File: src/rtl/decim_pkg.sv
// Shared types and default parameters for the stream decimator and its output stage.
package decim_pkg;

    typedef enum logic {
        DECIM_DROP = 1'b0,
        DECIM_AVG  = 1'b1
    } decim_mode_t;

    localparam int DECIM_IN_W      = 16;
    localparam int DECIM_OUT_W     = 32;
    localparam int DECIM_OUT_SHIFT = 8;
    localparam int DECIM_MAX_LOG2  = 6;
    localparam int DECIM_CNT_W     = 16;

endpackage

File: src/rtl/decim_out_reg.sv
// Single-entry valid/ready holding register; accepts a new word whenever empty or draining.
module decim_out_reg #(
    parameter int W = 32
) (
    input  logic         clk,
    input  logic         reset,
    input  logic         i_valid,
    output logic         o_ready,
    input  logic [W-1:0] i_data,
    output logic         o_valid,
    input  logic         i_ready,
    output logic [W-1:0] o_data
);

    logic         r_valid;
    logic [W-1:0] r_data;

    assign o_ready = !r_valid || i_ready;
    assign o_valid = r_valid;
    assign o_data  = r_data;

    always_ff @(posedge clk) begin
        if (reset) begin
            r_valid <= 1'b0;
            r_data  <= '0;
        end else if (o_ready) begin
            r_valid <= i_valid;
            if (i_valid) begin
                r_data <= i_data;
            end
        end
    end

endmodule

File: src/rtl/stream_decimator.sv
// Power-of-two sample-rate decimator (keep-last or group average) feeding a held,
// widened output word; counts input samples lost while the output is stalled.
module stream_decimator
    import decim_pkg::*;
#(
    parameter int IN_W      = DECIM_IN_W,
    parameter int OUT_W     = DECIM_OUT_W,
    parameter int OUT_SHIFT = DECIM_OUT_SHIFT,
    parameter int MAX_LOG2  = DECIM_MAX_LOG2,
    parameter int CNT_W     = DECIM_CNT_W,
    localparam int LOG2_W   = $clog2(MAX_LOG2 + 1)
) (
    input  logic              clk,
    input  logic              reset,
    input  logic              mode,
    input  logic [LOG2_W-1:0] decim_log2,
    input  logic              x_valid,
    output logic              x_ready,
    input  logic [IN_W-1:0]   x_data,
    output logic              y_valid,
    input  logic              y_ready,
    output logic [OUT_W-1:0]  y_data,
    output logic [CNT_W-1:0]  drop_count
);

    localparam int ACC_W = IN_W + MAX_LOG2;
    localparam int IDX_W = MAX_LOG2 + 1;
    localparam int EXT_W = OUT_W - OUT_SHIFT;

    logic [MAX_LOG2-1:0]     r_idx;
    logic signed [ACC_W-1:0] r_acc;
    logic [LOG2_W-1:0]       r_log2;
    decim_mode_t             r_mode;
    logic [CNT_W-1:0]        r_drop_count;

    logic                    w_first;
    logic                    w_accept;
    logic                    w_last;
    logic                    w_in_ready;
    logic [LOG2_W-1:0]       w_log2_in;
    logic [LOG2_W-1:0]       w_log2;
    decim_mode_t             w_mode;
    logic [IDX_W-1:0]        w_group_len;
    logic signed [ACC_W-1:0] w_x_ext;
    logic signed [ACC_W-1:0] w_sum;
    logic [IN_W-1:0]         w_res;
    logic [EXT_W-1:0]        w_ext;
    logic [OUT_W-1:0]        w_word;

    // Group parameters come from the live inputs on the first beat, from the latch afterwards.
    assign w_first   = (r_idx == '0);
    assign w_log2_in = (decim_log2 > LOG2_W'(MAX_LOG2)) ? LOG2_W'(MAX_LOG2) : decim_log2;
    assign w_log2    = w_first ? w_log2_in : r_log2;
    assign w_mode    = w_first ? decim_mode_t'(mode) : r_mode;

    assign w_accept    = x_valid && w_in_ready;
    assign w_group_len = IDX_W'(1) << w_log2;
    assign w_last      = ({1'b0, r_idx} == (w_group_len - 1'b1));

    assign w_x_ext = {{MAX_LOG2{x_data[IN_W-1]}}, x_data};
    assign w_sum   = (w_first ? ACC_W'(0) : r_acc) + w_x_ext;
    assign w_res   = (w_mode == DECIM_AVG) ? IN_W'(w_sum >>> w_log2) : x_data;

    generate
        if (EXT_W > IN_W) begin : g_sext
            assign w_ext = {{(EXT_W - IN_W){w_res[IN_W-1]}}, w_res};
        end else begin : g_nosext
            assign w_ext = w_res;
        end
    endgenerate

    assign w_word = OUT_W'(w_ext) << OUT_SHIFT;

    always_ff @(posedge clk) begin
        if (reset) begin
            r_idx        <= '0;
            r_acc        <= '0;
            r_log2       <= '0;
            r_mode       <= DECIM_DROP;
            r_drop_count <= '0;
        end else begin
            if (w_accept) begin
                r_acc <= w_sum;
                r_idx <= w_last ? '0 : r_idx + 1'b1;
                if (w_first) begin
                    r_log2 <= w_log2_in;
                    r_mode <= w_mode;
                end
            end
            if (x_valid && !w_in_ready && (r_drop_count != '1)) begin
                r_drop_count <= r_drop_count + 1'b1;
            end
        end
    end

    decim_out_reg #(
        .W(OUT_W)
    ) u_out_reg (
        .clk    (clk),
        .reset  (reset),
        .i_valid(w_accept && w_last),
        .o_ready(w_in_ready),
        .i_data (w_word),
        .o_valid(y_valid),
        .i_ready(y_ready),
        .o_data (y_data)
    );

    assign x_ready    = w_in_ready;
    assign drop_count = r_drop_count;

endmodule

File: config.mk
export PLATFORM = sky130hd
export DESIGN_NAME = stream_decimator
export DESIGN_NICKNAME = d
export VERILOG_FILES = /design/src/rtl/decim_pkg.sv /design/src/rtl/decim_out_reg.sv /design/src/rtl/stream_decimator.sv
export SDC_FILE = /design/constraint.sdc
export NUM_CORES = 1
export LEC_CHECK = 0
export BUFFER_PORTS_ARGS = -buffer_cell sky130_fd_sc_hd__buf_2
export CORE_ASPECT_RATIO = 0.9
export CORE_MARGIN = 3
export CORE_UTILIZATION = 45
export CTS_CLUSTER_SIZE = 25
export DETAILED_ROUTE_END_ITERATION = 6
export HOLD_SLACK_MARGIN = 0.05
export PLACE_DENSITY = 0.63
export RECOVER_POWER = 50
export SLEW_MARGIN = 10
export SYNTH_ARGS = -nofsm -noshare
export SYNTH_HDL_FRONTEND = slang
export SYNTH_SLANG_ARGS = --single-unit
File: constraint.sdc
create_clock -name clk -period 4.5 [get_ports clk]
set_input_delay 0.675 -clock clk [delete_from_list [all_inputs] [get_ports clk]]
set_output_delay 0.675 -clock clk [all_outputs]
set_load 0.02 [all_outputs]
==> results of run 1 <==
==> final timing paths <==
path | startpoint | endpoint | slack, ps | depth (start not counted)
max reg2reg | r_idx[0] | u_out_reg.o_data[17] | 260 | 17
min | r_acc[2] | r_acc[2] | 450 | 2
max | r_idx[0] | u_out_reg.o_data[17] | 260 | 17
min reg2reg | r_acc[2] | r_acc[2] | 450 | 2
==> worst max-delay path, cell delays in order (launching register included) <==
cell and delay [ps]:
dfxtp_1 460, inv_1 120, ha_1 230, nor4b_2 180, nand2_1 120, buf_4 230
and2_1 160, ha_1 160, inv_1 60, fa_1 410, nand2b_1 210, a21o_1 260
a21oi_1 220, o21ai_0 270, and3_1 250, or4_1 500, o211ai_1 130, a311oi_1 120
==> power by group <==
group | internal, W | switching (W) | total, W
sequential | 0.000603 | 0.0000236 | 0.000627
clock | 0.000441 | 0.000310 | 0.000750
combinational | 0.000286 | 0.000497 | 0.000783
total | 0.00133 | 0.000830 | 0.00216
==> cell type report <==
cell class / count / area share
multi-input combinational: 635 / 0.6294
clock inverter: 7 / 0.01303
sequential: 65 / 0.2023
timing repair buffer: 92 / 0.07392
clock buffer: 9 / 0.03501
inverter: 26 / 0.01517
tap: 160 / 0.03112
==> flip-flops by register name, indices dropped and copies added, names as in the netlist <==
signal             count
r_log2                 3
r_acc                 22
drop_count            16
r_mode                 1
u_out_reg.o_valid      1
u_out_reg.o_data      16
r_idx                  6
==> layout by cell type, fill, tap and decap left out, drive strengths merged, types with 7 or more instances in the layout <==
cell	Yosys	layout
xor2	11	11
nand4	21	21
nand3	34	34
clkbuf	36	51
conb	1	8
or3	12	12
xnor2	20	20
nor2	58	58
buf	32	50
a21o	11	11
o21ai	40	40
dfxtp	65	65
nand2b	7	7
ha	25	25
mux2i	10	10
nor3	20	20
a211oi	16	16
a311oi	7	7
o211ai	22	22
and2	30	30
inv	26	31
nand2	109	109
a21oi	60	60
==> per-layer routing <==
| layer | vias to the layer above | share of wire |
|---|---|---|
| met4 | 0 | 0.027 |
| met5 | - | 0 |
| met1 | 2879 | 0.44 |
| met3 | 38 | 0.077 |
| li1 | 2955 | - |
| met2 | 259 | 0.45 |
==> cell families (layout without fill, tap and decap cells) <==
kind of cell / Yosys count / count (layout) / synth area share
AO/OA/AOI/OAI: 233 / 233 / 0.2757
multiplexers: 16 / 16 / 0.03648
AND/OR/NAND/NOR: 321 / 321 / 0.2751
buffers and inverters: 94 / 134 / 0.07931
flip-flops: 65 / 65 / 0.2272
XOR/XNOR: 31 / 31 / 0.04741
adder cells (fa/ha/maj): 26 / 26 / 0.05812
other: 1 / 8 / 0.0006548
==> stage by stage <==
step           instances  hold WS [ps]  setup slack, ps  total power (W)  area, um2
2_1_floorplan        794         431.7            357.8         0.001194       5753
3_3_place_gp         978         438.0            222.9         0.001384       6128
3_5_place_dp         978         441.8            94.90         0.001393       6128
4_1_cts              994         450.8            85.59         0.002156       6437
5_1_grt              994         463.4            3.789         0.002284       6432
6_report             994         448.3            255.0         0.002160       6432
==> impl_metrics.env, run 1 <==
export IMPL_start_util=0.4669
export IMPL_worstSkewPairLatency_ps=350
export IMPL_insertedDiodeCount=0
export IMPL_cts_buffer_depth=2
export IMPL_num_vias=6131
export IMPL_route_detailed_drc=7
export IMPL_coreArea_mm2=0.01227
export IMPL_post_dp_hpwl_um=13690
export IMPL_drv_cap=0
export IMPL_routed_wl_um=18270
export IMPL_required_ps=4710
export IMPL_syn_area_per_cell_um2=7.277
export IMPL_synthToLayoutAreaGrowth_pct=12.32
export IMPL_seq_area_mm2=0.001301
export IMPL_cts_htree_levels=3
export IMPL_grt_pass1_vias=5772
export IMPL_synth_cells=787
export IMPL_synth_top_area_frac=0.2272
export IMPL_setup_viol=0
export IMPL_worstSetupPathType="reg -> reg"
export IMPL_path_max_fanout=14
export IMPL_gr_max_usage_layer="met2"
export IMPL_outcome="complete, but fails checks"
export IMPL_drt_pass1_iter_count=7
export IMPL_vias_per_cell=6.168
export IMPL_track_usage=0.2586
export IMPL_yosysWarnings=0
export IMPL_io_pin_count=74
export IMPL_crit_path_start_kind="register"
export IMPL_setup_tns_ps=0
export IMPL_met1_usage=0.3503
export IMPL_path_clk_slew_ps=60
export IMPL_grt_use_met2=0.4146
export IMPL_worstSetupEndpointType="register"
export IMPL_cts_tree="yes"
export IMPL_clkSinkCount=65
export IMPL_ys_flop_type="dfxtp_1"
export IMPL_cts_hold_buf=0
export IMPL_final_util=0.5244
export IMPL_post_cts_buffers=0
export IMPL_cts_buffers=9
export IMPL_final_layout_size_suffix_gt1_frac=0.1127
export IMPL_grt_ovfl_total=0
export IMPL_min_period_ps=4245
export IMPL_hold_viol_final=0
export IMPL_wl_per_cell_um=18.38
export IMPL_rows=38
export IMPL_grt_pass1_wl_um=29720
export IMPL_ant_nets=0
export IMPL_ctsResizeCount=0
export IMPL_violations="design-rule violations"
export IMPL_grt_max_degree=50
export IMPL_ys_top_cells_by_area="dfxtp_1 23%, nand2_1 7.1%, ha_1 5.5%"
export IMPL_max_freq_mhz=235.6
export IMPL_ys_ff_latch=65
export IMPL_gp_congestion=0.9318
export IMPL_arrival_ps=4450
export IMPL_ir_drop_uv=197.2
export IMPL_rsz0062_at_grt="false"
export IMPL_synthArstFlopShare=0
export IMPL_antenna_found_initial=0
export IMPL_relSlewSlack=0.4272
export IMPL_multi_input_area_mm2=0.004049
export IMPL_num_fill_cells=1257
export IMPL_synth_top_area_cell="dfxtp_1"
export IMPL_chipHeight_um=113.0
export IMPL_syn_area_mm2=0.005727
export IMPL_drt_iter0_drc=528
export IMPL_die_w_um=124.9
export IMPL_grt_use_met3=0.05002
export IMPL_powerDensity_mw_per_mm2=335.8
export IMPL_period_share=0.9433
export IMPL_ctsRootBufferMaster="clkbuf_16"
export IMPL_final_max_slew_viol_count=0
export IMPL_synth_common_cells="109 x nand2_1, 65 x dfxtp_1, 59 x a21oi_1"
export IMPL_synth_edff_count=0
export IMPL_ys_types=77
export IMPL_leakage_nw=2.450
export IMPL_synth_seq_area_share=0.2272
export IMPL_final_nets=879
export IMPL_fin_skew_ps=7.321
export IMPL_hold_path_class="reg -> reg"
export IMPL_portBuffers=65
export IMPL_synth_most_common_cell="nand2_1"
export IMPL_dieArea_mm2=0.01412
export IMPL_tightest_slew_ps=852.0
(Power assumes the default switching activity.)
==> inputs of run 2 (changes only) <==
CORE_ASPECT_RATIO = 1.75   (was 0.9)
==> run 2 against run 1 <==
Against the previous run: combinational power rose by 3.8%; sequential cell count did not move; cell count grew 0.80%; clock power decreased by 4.9%; the flow now finishes without violations; via count is 2.3% higher; non-clock buffer count grew 4; clock skew grew 4.0 ps; hold slack better by 0.70 ps.
==> impl_metrics.env, run 2 (synthesis results as in run 1) <==
export IMPL_outcome="complete, no violations"
export IMPL_power_frac_seq=0.291
export IMPL_portBuffers=65
export IMPL_insertedDiodeCount=0
export IMPL_final_cell_mix="108 x nand2_1, 65 x dfxtp_1, 57 x a21oi_1, 57 x nor2_1, 42 x clkbuf_1"
export IMPL_io_pin_count=74
export IMPL_final_layout_size_suffix_gt1_frac=0.1099
export IMPL_cts_buffers=9
export IMPL_drt_pass1_iter_count=7
export IMPL_num_fill_cells=1247
export IMPL_chipHeight_um=155.2
export IMPL_drv_cap=0
export IMPL_fin_skew_ps=11.36
export IMPL_required_ps=4760
export IMPL_grt_pass1_wl_um=32000
export IMPL_antenna_found_initial=0
export IMPL_grt_ovfl_total=0
export IMPL_cts_buffer_depth=2
export IMPL_grt_max_degree=51
export IMPL_wl_per_cell_um=19.88
export IMPL_setup_viol=0
export IMPL_final_max_slew_viol_count=0
export IMPL_grt_pass1_vias=6144
export IMPL_leakage_nw=2.469
export IMPL_cts_tree="yes"
export IMPL_pwr_share_clk=0.331
export IMPL_switchingPower_w=0.0008120
export IMPL_rsz0062_at_grt="false"
export IMPL_die_w_um=91.28
export IMPL_p_comb_frac=0.377
export IMPL_ant_nets=0
export IMPL_path_max_fanout=28
export IMPL_top_register="r_acc"
export IMPL_post_cts_buffers=0
export IMPL_relSlewSlack=0.4863
export IMPL_vias_per_cell=6.262
export IMPL_crit_path_start_kind="register"
export IMPL_period_share=0.9375
export IMPL_arrival_ps=4480
export IMPL_min_period_ps=4219
export IMPL_worstSetupEndpointType="register"
export IMPL_track_usage=0.2844
export IMPL_ctsResizeCount=0
export IMPL_gp_congestion=0.9714
export IMPL_route_detailed_drc=0
export IMPL_ctsRootBufferMaster="clkbuf_16"
export IMPL_intPower_w=0.001343
export IMPL_tightest_slew_ps=764.1
export IMPL_start_util=0.4693
export IMPL_num_vias=6275
export IMPL_hold_viol_final=0
export IMPL_post_dp_hpwl_um=15250
export IMPL_dieArea_mm2=0.01417
export IMPL_routed_wl_um=19920
export IMPL_final_nets=883
export IMPL_coreArea_mm2=0.01220
export IMPL_dpl_cell_count=987
export IMPL_clkSinkCount=65
export IMPL_largest_reg_flops=22
export IMPL_path_clk_slew_ps=60
export IMPL_drt_iter0_drc=454
export IMPL_swShare=0.3769
export IMPL_worstSkewPairLatency_ps=340
export IMPL_powerDensity_mw_per_mm2=334.0
export IMPL_max_freq_mhz=237.0
export IMPL_final_common_cell="nand2_1"
export IMPL_synthToLayoutAreaGrowth_pct=12.65
export IMPL_cts_htree_levels=3
export IMPL_rows=53
export IMPL_setup_tns_ps=0
export IMPL_cts_hold_buf=0
export IMPL_final_cells=1002
export IMPL_worstSetupPathType="reg -> reg"
export IMPL_hold_path_class="reg -> reg"
export IMPL_ir_drop_uv=224.6
## run 2: through the flow
stage	area (um2)	utilization	setup slack, ps	power, W	hold slack (ps)
after global placement	6177	0.5063	368.6	0.001419	438.3
after CTS	6472	0.5305	164.8	0.002143	452.3
final	6451	0.5287	281.2	0.002155	449.0
after global routing	6451	0.5287	28.00	0.002268	473.1
after floorplan	5753	-	357.8	0.001194	431.7
after detailed placement	6177	0.5063	198.5	0.001428	444.9
## run 2: power by group through the flow
stage / Combinational (W) / Clock [W] / Sequential [W]
after floorplan: 0.000561 / 0 / 0.000633
after global placement: 0.000780 / 0 / 0.000638
after detailed placement: 0.000789 / 0 / 0.000639
after CTS: 0.000793 / 0.000723 / 0.000627
after global routing: 0.000886 / 0.000752 / 0.000631
final: 0.000813 / 0.000713 / 0.000628
## run 2: final timing paths
path                 start                   end  slack, ps  cells after the start
hold reg to reg   r_acc[4]              r_acc[4]        450                      2
setup / recovery  r_idx[0]  u_out_reg.o_data[16]        280                     18
setup reg to reg  r_idx[0]  u_out_reg.o_data[16]        280                     18
hold / removal    r_acc[4]              r_acc[4]        450                      2
## run 2: metal layers
| metal | up-vias | track usage | wire length, um |
|---|---|---|---|
| li1 | 2956 | - | - |
| met5 | - | 0 | 0 |
| met3 | 93 | 0.04596 | 1173 |
| met4 | 0 | 0.2144 | 1616 |
| met2 | 291 | 0.5193 | 10160 |
| met1 | 2935 | 0.2845 | 6973 |
## run 2: critical path, cell delays in order (launching register included)
cell,delay (ps)
dfxtp_1,380
inv_1,130
ha_1,180
nor4b_4,310
nand2_2,150
buf_12,180
or3_1,330
o31ai_1,120
nand2_1,120
ha_1,270
inv_1,150
a2111oi_0,90
a221o_1,320
a221oi_1,290
and4_2,330
and3_1,190
buf_6,200
a21bo_2,240
o21ai_0,170
## run 2: cell type report
cell class              instances  area (um2)  share of cell area
multi-input cells             635        4029              0.6245
flip-flops and latches         65        1301              0.2017
repair buffers                 96       521.8             0.08088
well taps                     165       206.4             0.03200
clock inverters                 5       56.30            0.008728
inverters                      26       97.59             0.01513
clock buffers                  10       239.0             0.03704
==> inputs of run 3 (changes only) <==
PLACE_DENSITY = not set   (was 0.63)
SYNTH_HIERARCHICAL = 1   (was not set)
==> run 3 against run 2 <==
Against the previous run: setup slack lost 14 ps; area after synthesis grew 3.0%; non-clock buffer count grew 35; register-to-register slack is essentially flat; global-route usage shrank 3.1 points; synthesized cell count shrank 2.5%; largest cell class unchanged; highest routed layer unchanged.
==> impl_metrics.env, run 3 <==
export IMPL_synthArstFlopShare=0
export IMPL_clkSinkCount=81
export IMPL_ant_nets=0
export IMPL_synth_edff_count=0
export IMPL_synth_cells=767
export IMPL_synth_top_area_cell="dfxtp_1"
export IMPL_path_cells="inv_1 > ha_1 > or4b_4 > nor2_4 > buf_6 > nor2b_1 > ha_1 > o211ai_1 > o211ai_1 > a31oi_1 > buf_4 > o2111ai_1 > nand2_1 > xnor3_2 > o221ai_1 > buf_4 > o311ai_4 > buf_12 > nand3_1 > a21oi_2"
export IMPL_largest_reg_flops=32
export IMPL_grt_pass1_wl_um=29390
export IMPL_dpl_cell_count=1019
export IMPL_cts_buffers=9
export IMPL_fin_skew_ps=7.628
export IMPL_antenna_found_initial=0
export IMPL_worstSetupEndpointType="register"
export IMPL_syn_area_per_cell_um2=7.692
export IMPL_p_comb_frac=0.332
export IMPL_max_freq_mhz=236.2
export IMPL_insertedDiodeCount=0
export IMPL_max_stage_delay_ps=520
export IMPL_final_max_slew_viol_count=0
export IMPL_cts_hold_buf=0
export IMPL_holdWs_ps=455.1
export IMPL_placed_area_mm2=0.006704
export IMPL_synth_seq_area_share=0.2749
export IMPL_final_nets=914
export IMPL_swShare=0.3432
export IMPL_cts_tree="yes"
export IMPL_portBuffers=73
export IMPL_intPower_w=0.001472
export IMPL_vias_per_cell=5.804
export IMPL_start_util=0.4669
export IMPL_drv_cap=0
export IMPL_leakage_nw=2.826
export IMPL_drt_pass1_iter_count=5
export IMPL_final_cells=1037
export IMPL_total_power_w=0.002241
export IMPL_dieArea_mm2=0.01457
export IMPL_slowest_stage="or4b_4"
export IMPL_pwr_share_clk=0.330
export IMPL_wl_per_cell_um=17.60
export IMPL_path_max_fanout=10
export IMPL_required_ps=4690
export IMPL_worstSkewPairLatency_ps=350
export IMPL_path_clk_slew_ps=60
export IMPL_arrival_ps=4430
export IMPL_min_period_ps=4233
export IMPL_hold_path_class="reg -> reg"
export IMPL_grt_max_degree=70
export IMPL_setup_tns_ps=0
export IMPL_final_layout_size_suffix_gt1_frac=0.1692
export IMPL_rows=54
export IMPL_hold_viol_final=0
export IMPL_grt_ovfl_total=0
export IMPL_grt_pass1_vias=5813
export IMPL_ir_drop_uv=209.6
export IMPL_coreArea_mm2=0.01263
export IMPL_cts_htree_levels=3
export IMPL_synth_most_common_cell="a21oi_1"
export IMPL_syn_area_mm2=0.005899
export IMPL_final_common_cell="a21oi_1"
export IMPL_post_dp_hpwl_um=13820
export IMPL_crit_family="compound AO/OA/AOI/OAI gates"
export IMPL_drt_iter0_drc=275
export IMPL_synth_top_area_frac=0.2749
export IMPL_tightest_slew_ps=983.9
export IMPL_route_detailed_drc=0
export IMPL_relSlewSlack=0.3441
export IMPL_setup_viol=0
export IMPL_ys_flop_type="dfxtp_1"
export IMPL_power_frac_seq=0.338
export IMPL_crit_path_start_kind="register"
export IMPL_yosysWarnings=6
export IMPL_ys_types=68
export IMPL_crit_buf_inv=5
export IMPL_routed_wl_um=18250
export IMPL_ctsRootBufferMaster="clkbuf_16"
export IMPL_final_cell_mix="86 x a21oi_1, 81 x dfxtp_1, 80 x nand2_1"
export IMPL_rsz0062_at_grt="false"
export IMPL_synth_common_cells="86 x a21oi_1, 81 x dfxtp_1, 80 x nand2_1"
export IMPL_period_share=0.9407
export IMPL_ys_top_cells_by_area="dfxtp_1 27%, a21oi_1 7.3%, ha_1 5.3%"
export IMPL_track_usage=0.2532
export IMPL_gp_congestion=0.9702
export IMPL_outcome="complete, no violations"
export IMPL_worstSetupPathType="reg -> reg"
export IMPL_switchingPower_w=0.0007689
export IMPL_ys_ff_latch=81
export IMPL_powerDensity_mw_per_mm2=320.6
export IMPL_num_vias=6019
export IMPL_cts_buffer_depth=2
export IMPL_synthToLayoutAreaGrowth_pct=18.47
export IMPL_die_w_um=92.55
export IMPL_chipHeight_um=157.5
export IMPL_io_pin_count=74
export IMPL_finalInstanceArea_mm2=0.006989
==> run 3: cell types whose count changed after synthesis, sizes merged, moves of 9 or more <==
cell,delta
o21ai,-10
dfxtp,+16
nor2b,+20
a21bo,+32
inv,-13
and2,-26
a21oi,+32
nand3,+17
a211oi,-9
buf,-14
nand2,-28
==> run 3: cell families (layout without fill, tap and decap cells) <==
| family | Yosys count | in the layout | synth area share |
|---|---|---|---|
| fa+ha+maj | 26 | 26 | 0.05642 |
| buf+inv | 65 | 160 | 0.04857 |
| simple gates | 294 | 294 | 0.2450 |
| mux | 20 | 20 | 0.03860 |
| xor+xnor | 31 | 31 | 0.04836 |
| other cells | 1 | 8 | 0.0006357 |
| compound gates | 249 | 249 | 0.2876 |
| flops | 81 | 81 | 0.2749 |
==> run 3: area by class of cell <==
class                   instances  area (um2)
repair buffers                131       763.2
multi-input cells             628        4056
clock buffers                  11       232.7
inverters                      13       48.80
clock inverters                 5       56.30
fillers                      1287        5645
well taps                     168       210.2
flip-flops and latches         81        1622
==> run 3: path summary, 6_finish.rpt <==
check,cells past startpoint,slack (ps),startpoint,to
hold reg to reg,2,460,r_acc[0],r_acc[0]
hold / removal,2,460,r_acc[0],r_acc[0]
setup reg to reg,20,270,r_idx[1],u_out_reg/o_data[24]
setup / recovery,20,270,r_idx[1],u_out_reg/o_data[24]
==> run 3: layer usage <==
metal	up-vias	wire length, um	track usage
met5	-	0	0
met4	0	650	0.1169
met3	44	657	0.02630
met2	158	9660	0.4754
met1	2836	7283	0.2820
li1	2981	-	-
==> run 3: what timing repair did <==
item                       in CTS  in global routing
pin swaps                       0                  6
gates resized for setup         1                  9
setup buffers                   0                  2
setup endpoints to repair       5                 15
==> run 3: power groups by stage <==
stage,Sequential [W],Combinational [W],Clock [W]
after floorplan,0.000775,0.000482,0
after global placement,0.000771,0.000710,0
after detailed placement,0.000773,0.000717,0
after CTS,0.000757,0.000721,0.000755
after global routing,0.000759,0.000814,0.000782
final,0.000757,0.000745,0.000739
==> run 3: worst reg2reg max path: cells and delay by family, from the launching register on <==
| kind | cells | cell delay (ps) |
|---|---|---|
| buffers and inverters | 5 | 730 |
| flip-flops | 1 | 360 |
| XOR/XNOR | 1 | 410 |
| AO/OA/AOI/OAI | 7 | 1240 |
| AND/OR/NAND/NOR | 5 | 900 |
| adder cells (fa/ha/maj) | 2 | 430 |
==> run 3: metrics by stage <==
step,utilization,setup slack (ps)
floorplan,-,93.71
global placement,0.5306,74.13
detailed placement,0.5306,8.197
CTS,0.5535,50.67
global route,0.5532,3.385
finish,0.5532,266.9
